<file path="config.mk">
export PLATFORM = sky130hd
export DESIGN_NAME = ctrl_camera_fsm
export DESIGN_NICKNAME = d
export VERILOG_FILES = /design/src/rtl/ctrl_camera_fsm.sv
export SDC_FILE = /design/constraint.sdc
export NUM_CORES = 1
export LEC_CHECK = 0
export BUFFER_PORTS_ARGS = -buffer_cell sky130_fd_sc_hd__buf_4
export CAP_MARGIN = 20
export CORE_UTILIZATION = 45
export DETAILED_ROUTE_END_ITERATION = 10
export PLACE_DENSITY = 0.78
export SLEW_MARGIN = 25
export SYNTH_ARGS = -nofsm -noshare
export SYNTH_HDL_FRONTEND = slang
export SYNTH_SLANG_ARGS = --single-unit
</file>
<file path="constraint.sdc">
create_clock -name clk -period 1.5 [get_ports clk]
set_clock_uncertainty 0.05 [all_clocks]
set_input_delay 0.15 -clock clk [delete_from_list [all_inputs] [get_ports clk]]
set_output_delay 0.15 -clock clk [all_outputs]
set_load 0.005 [all_outputs]
</file>
<file path="src/rtl/ctrl_camera_fsm.sv">
// ctrl_camera_fsm: main camera sequencer.
// One trigger runs one frame: erase (idle), expose for the latched EXtime,
// then read row 1 and row 2 through the shared ADC. Moore machine; every
// output is decoded from the registered state only.
`timescale 1ns/1ps
module ctrl_camera_fsm #(
  parameter int EXP_W      = 5,
  parameter int ADC_CYCLES = 2
) (
  input  logic             clk,
  input  logic             Reset,
  input  logic             Init,
  input  logic [EXP_W-1:0] EXtime,
  output logic             Erase,
  output logic             Expose,
  output logic             NRE_1,
  output logic             NRE_2,
  output logic             ADC,
  output logic             Busy,
  output logic             Frame_done
);

  localparam logic [2:0] IDLE   = 3'd0;
  localparam logic [2:0] EXPOSE = 3'd1;
  localparam logic [2:0] R1_SEL = 3'd2;
  localparam logic [2:0] R1_ADC = 3'd3;
  localparam logic [2:0] R1_REL = 3'd4;
  localparam logic [2:0] R2_SEL = 3'd5;
  localparam logic [2:0] R2_ADC = 3'd6;
  localparam logic [2:0] R2_REL = 3'd7;

  localparam logic [EXP_W-1:0] EXP_ZERO = '0;
  localparam logic [EXP_W-1:0] EXP_ONE  = {{(EXP_W-1){1'b0}}, 1'b1};
  localparam logic [3:0]       ADC_LOAD = 4'(ADC_CYCLES);

  logic [2:0]       state;
  logic [EXP_W-1:0] exp_cnt;
  logic [3:0]       adc_cnt;

  // State sequencing plus the exposure and ADC down-counters; each counter
  // holds the cycles remaining in its state, so the last cycle is when it reads 1.
  always_ff @(posedge clk or negedge Reset) begin
    if (!Reset) begin
      state   <= IDLE;
      exp_cnt <= EXP_ZERO;
      adc_cnt <= 4'd0;
    end else begin
      case (state)
        IDLE: begin
          if (Init) begin
            state   <= EXPOSE;
            exp_cnt <= (EXtime == EXP_ZERO) ? EXP_ONE : EXtime;
          end
        end
        EXPOSE: begin
          if (exp_cnt <= EXP_ONE) begin
            state   <= R1_SEL;
            exp_cnt <= EXP_ZERO;
          end else begin
            exp_cnt <= exp_cnt - EXP_ONE;
          end
        end
        R1_SEL: begin
          state   <= R1_ADC;
          adc_cnt <= ADC_LOAD;
        end
        R1_ADC: begin
          if (adc_cnt <= 4'd1) begin
            state   <= R1_REL;
            adc_cnt <= 4'd0;
          end else begin
            adc_cnt <= adc_cnt - 4'd1;
          end
        end
        R1_REL: state <= R2_SEL;
        R2_SEL: begin
          state   <= R2_ADC;
          adc_cnt <= ADC_LOAD;
        end
        R2_ADC: begin
          if (adc_cnt <= 4'd1) begin
            state   <= R2_REL;
            adc_cnt <= 4'd0;
          end else begin
            adc_cnt <= adc_cnt - 4'd1;
          end
        end
        R2_REL: state <= IDLE;
        default: begin
          state   <= IDLE;
          exp_cnt <= EXP_ZERO;
          adc_cnt <= 4'd0;
        end
      endcase
    end
  end

  assign Erase      = (state == IDLE);
  assign Expose     = (state == EXPOSE);
  assign NRE_1      = !((state == R1_SEL) || (state == R1_ADC));
  assign NRE_2      = !((state == R2_SEL) || (state == R2_ADC));
  assign ADC        = (state == R1_ADC) || (state == R2_ADC);
  assign Busy       = (state != IDLE);
  assign Frame_done = (state == R2_REL);

endmodule
</file>
# Yosys cells after proc, flatten, opt, wreduce, memory -nomap -nowiden
# Index checks and enable logic that the tools add are counted.
[word_totals]
ff_bits = 12
[classes]
add_sub_neg = 2
n_lt_le_gt_ge = 2
eq_ne = 11
n_mux = 11
reduce_logical = 14
[op_table]
columns = ["cell", "n"]
rows = [
  ["one-hot mux 3 bit (8 select lines)", 1],
  ["2-to-1 mux 5 bit", 3],
  ["equality test 3 bit, second input constant", 4],
  ["2-to-1 mux 3 bit", 4],
  ["one-hot mux 5 bit (2 select lines)", 1],
  ["one-hot mux 4 bit (2 select lines)", 1],
  ["equality test 3 x 2 -> 1 bit, second input constant", 2],
  ["inequality test 2 bit, second input constant", 3],
  ["<= comparator 5 x 1 -> 1 bit, second input constant", 1],
  ["logical NOT 5 bit", 1],
  ["subtractor 5 x 1 -> 5 bit, second input constant", 1],
  ["<= comparator 4 x 1 -> 1 bit, second input constant", 1],
  ["2-to-1 mux 4 bit", 1],
  ["AND reduction 4 bit", 1],
  ["nonzero test 2 bit", 2],
  ["OR reduction 2 bit", 2],
  ["subtractor 4 x 1 -> 4 bit, second input constant", 1],
  ["equality test 3 x 1 -> 1 bit, second input constant", 1],
  ["logical NOT 3 bit", 1],
  ["logical OR 1 bit", 3],
  ["nonzero test 3 bit", 1],
  ["logical NOT 1 bit", 2],
  ["inequality test 2 x 1 -> 1 bit, second input constant", 1],
  ["AND reduction 2 bit", 1],
]

# Longest topological paths before layout
[depth]
word_depth = 4
ltp_mapped = 6
mapped_depth_nobuf = 6

# Worst setup path before layout
# OpenSTA, ideal clock, no wires.
[synth_path]
path_kind = "reg-to-reg"
from = "reg state[2]"
to = "reg exp_cnt[4]"
arrival_time_ns = 1.372
slack_ns = -0.043
path_stages_with_launch = 6
path_buffers = 2
synth_period_minus_slack_ns = 1.543
cell_sequence = "dfrtp_1 buf_6 or3b_4 buf_6 a22o_1 a22o_1"
[synth_via]
elab_chain_cells = 3
[synth_lines]
columns = ["item", "line_no", "rtl"]
rows = [
  ["from (decl)", "36", "logic [2:0] state;"],
  ["from (signal assigned)", "44", "state <= IDLE;"],
  ["from (signal assigned)", "51", "state <= EXPOSE;"],
  ["from (signal assigned)", "57", "state <= R1_SEL;"],
  ["equality test 3 x 1 -> 1 bit or logical NOT 3 bit (tied branches)", "48", "case (state)"],
  ["nonzero test 2 bit (no source line) or inequality test 2 bit (tied branches)", "--", ""],
  ["AND reduction 2 bit (no source line)", "--", ""],
  ["to (signal assigned)", "52", "exp_cnt <= (EXtime == EXP_ZERO) ? EXP_ONE : EXtime;"],
  ["to (signal assigned)", "60", "exp_cnt <= exp_cnt - EXP_ONE;"],
  ["to (decl)", "37", "logic [EXP_W-1:0] exp_cnt;"],
]
# Several ways; a longest one is shown, not always the timed one.
# A chain may end at the register's enable or synchronous reset.

# Worst setup path in the final report
[layout_path]
from = "reg state[2]"
to = "out ADC"
[layout_via]
elab_chain_cells = 2
[layout_lines]
columns = ["item", "line_no", "rtl"]
rows = [
  ["equality test 3 x 2 -> 1 bit or equality test 3 bit (tied branches)", "102", "assign ADC = (state == R1_ADC) || (state == R2_ADC);"],
  ["logical OR 1 bit (*)", "102", ""],
  ["to (decl)", "18", "output logic ADC,"],
]
# Mark *: on every way between the ends. The rest lies on a longest branch, timed or not.

==> flow_summary.yaml <==
clock_network:
  htreeDepth: 1
  cts.root.buffer_cell: "clkbuf_4"
  clk_pin_slew_ps: 60
  clock_path_buffers: 2
  tritoncts: "done"
  cts_buffers: 3
  clock-sinks: 12
  clk_latency_ps: 280
timing:
  hold_violations: 0
  worstMarginPinSlew_ps: 285
  worst_slack_ps: 0.391
  final-setup-viol-count: 0
  max-slew-margin-rel_pct: 80.9
  tns_ps: 0
  period_share_pct: 100
  rsz0062_at_grt: "yes"
  fin_crit_ps: 1500
  final_max_slew_viol_count: 0
  fmax_mhz: 667
  holdWs_ps: 178
global_route:
  grt_pass1_vias: 802
  grt_max_degree: 14
  track_usage_pct: 23.0
  grt_overflow: 0
  antenna_found_initial: 0
  grt_pass1_wl_microns: 3470
power_and_ir_drop:
  total_power_mw: 3.11
  vdd_drop_max_uv: 1360
  p_leak_nw: 0.563
  powerDensity_mw_per_mm2: 2450
final_layout:
  final_cell_mix: "buf_4 (24), dfrtp_1 (12), inv_1 (9)"
  n_antenna_cell: 0
  fin_cells: 158
  synthToLayoutAreaGrowth_pct: 46.3
  design_area_sq_mm: 0.00127
  drive_gt1_share_pct: 44.4
  final_common_cell: "buf_4"
  final_core_util_pct: 72.0
  fin_nets: 147
critical_path:
  crit_fanout: 8
  critPathArrivalTime_ps: 1300
  critPathRequiredTime_ps: 1300
  slowest_delay_ps: 410
  slowest_stage: "dfrtp_1"
  ff2ff_setup_slack_ps: 30
  worst_setup_path_start_kind: "flop"
  path_delay_family: "flip-flops"
  path_cells: "buf_6, xor2_2, and2_4, buf_6"
  crit_buf_inv: 2
  r2r_cells: 3
  critical_path_class: "reg -> out"
  cp_common_cell: "buf_6"
  cp-end-kind: "output pin"
  timing.rr.end: "exp_cnt[3]"
  regToRegStartpoint: "state[2]"
routing:
  drc: 0
  drt_iter0_drc: 24
  post_drt_wl_per_cell_microns: 15.5
  totalWireLength_microns: 2440
  first_pass_iters: 4
  vias: 931
  ant_nets: 0
  viasPerCell: 5.89
placement:
  placed_area_sq_mm: 0.00107
  dpl.cell_count: 149
  post-place-ws_ps: -74.4
  gp_congestion: 0.855
  place_hpwl_microns: 1580
  io_buffers: 14
synthesis:
  synth_edf_count: 0
  ys_seq_elements: 12
  avgSynthCellArea_sq_um: 8.60
  ys.flop_type: "dfrtp_1"
  synth_area_sq_um: 868
  synth_nets: 113
  async_flop_share_pct: 100
  ys_seq_area_share_pct: 34.6
  synth_cells: 101
  yosysWarnings: 0
  synthDistinctLibCells: 35
die:
  coreArea_sq_mm: 0.00176
  dieHeight_microns: 45.9
  dieArea_sq_mm: 0.00211
  die_w_microns: 45.9
  io_pins: 15
  rows: 15
  start_util_pct: 49.2
job:
  drv_cap: 0
hold_path:
  worst_hold_startpoint: "EXtime[2]"
  hold_end: "exp_cnt[2]"
  hold_depth: 4
  min_path_type: "in -> reg"
status:
  status: "completed"
==> report_power, final <==
group	internal [mW]	leakage (nW)	total, mW	switching (mW)
Combinational	1.13	0.403	2.27	1.15
Sequential	0.482	0.147	0.646	0.164
Clock	0.0932	0.0138	0.194	0.101
Total	1.70	0.563	3.11	1.41
==> cells in the mapped netlist, drive strengths merged (2+ instances only) <==
cell type	count	area [sq um]
ha	4	50.1
a22o	4	35.0
o211ai	4	30.0
xor2	2	17.5
nor4	2	12.5
o311ai	3	26.3
nor3	7	40.0
o21ai	9	45.0
nor2	5	18.8
nand2	8	30.0
a21oi	2	10.0
a211oi	2	15.0
dfrtp	12	300
inv	11	41.3
nand3	4	20.0
buf	4	32.5
o21a	4	30.0
==> worst max path at each step <==
stage                from         end  slack, ps  cells past startpoint
3_5_place_dp   adc_cnt[0]    state[0]        -70                      5
4_1_cts          state[2]        Busy        -30                      5
3_3_place_gp   adc_cnt[0]    state[0]         -9                      5
5_1_grt          state[2]         ADC        -40                      4
2_1_floorplan    state[2]  exp_cnt[4]        -40                      5
6_report         state[2]         ADC        0.4                      4
==> state kept, by name, indices dropped and copies added, names as in the netlist <==
| register | flops |
|---|---|
| adc_cnt | 4 |
| exp_cnt | 5 |
| state | 3 |
==> layout make-up <==
type	instances	area, sq um
multi-input cells	74	601
clock buffers	3	22.5
inverters	11	41.3
well taps	25	31.3
repair buffers	33	274
flip-flops and latches	12	300
fillers	135	494
==> worst reg2reg max path, cell delays in order, from the launching register on <==
cell and delay (ps):
dfrtp_1 410, or3b_4 460, a32o_1 220, a22o_1 230
==> cells by family (layout without fill, tap and decap cells) <==
| kind of cell | after synthesis | after routing | share of synthesized area, % |
|---|---|---|---|
| compound gates | 37 | 37 | 30.8 |
| simple gates | 29 | 30 | 16.7 |
| buf+inv | 16 | 47 | 8.93 |
| flops | 12 | 12 | 34.6 |
| fa+ha+maj | 4 | 4 | 5.76 |
| xor+xnor | 2 | 2 | 2.02 |
| mux | 1 | 1 | 1.15 |
==> layer usage <==
layer  GRT usage [%]  vias up  wire, microns
met5               0        -              0
met2            34.4       17           1160
met4            6.47        0             12
met1            32.5      465           1180
li1                -      447              -
met3            5.95        2             94
==> what timing repair did <==
item                                    CTS  global route
endpoints found under the setup margin   11            14
pin swaps                                 1             6
hold buffers                              1             0
endpoints found under the hold margin    12             0
gates cloned                              0             2
setup buffers                             0             3
gates resized for setup                   8            27
Power figures use the tool's default switching activity.
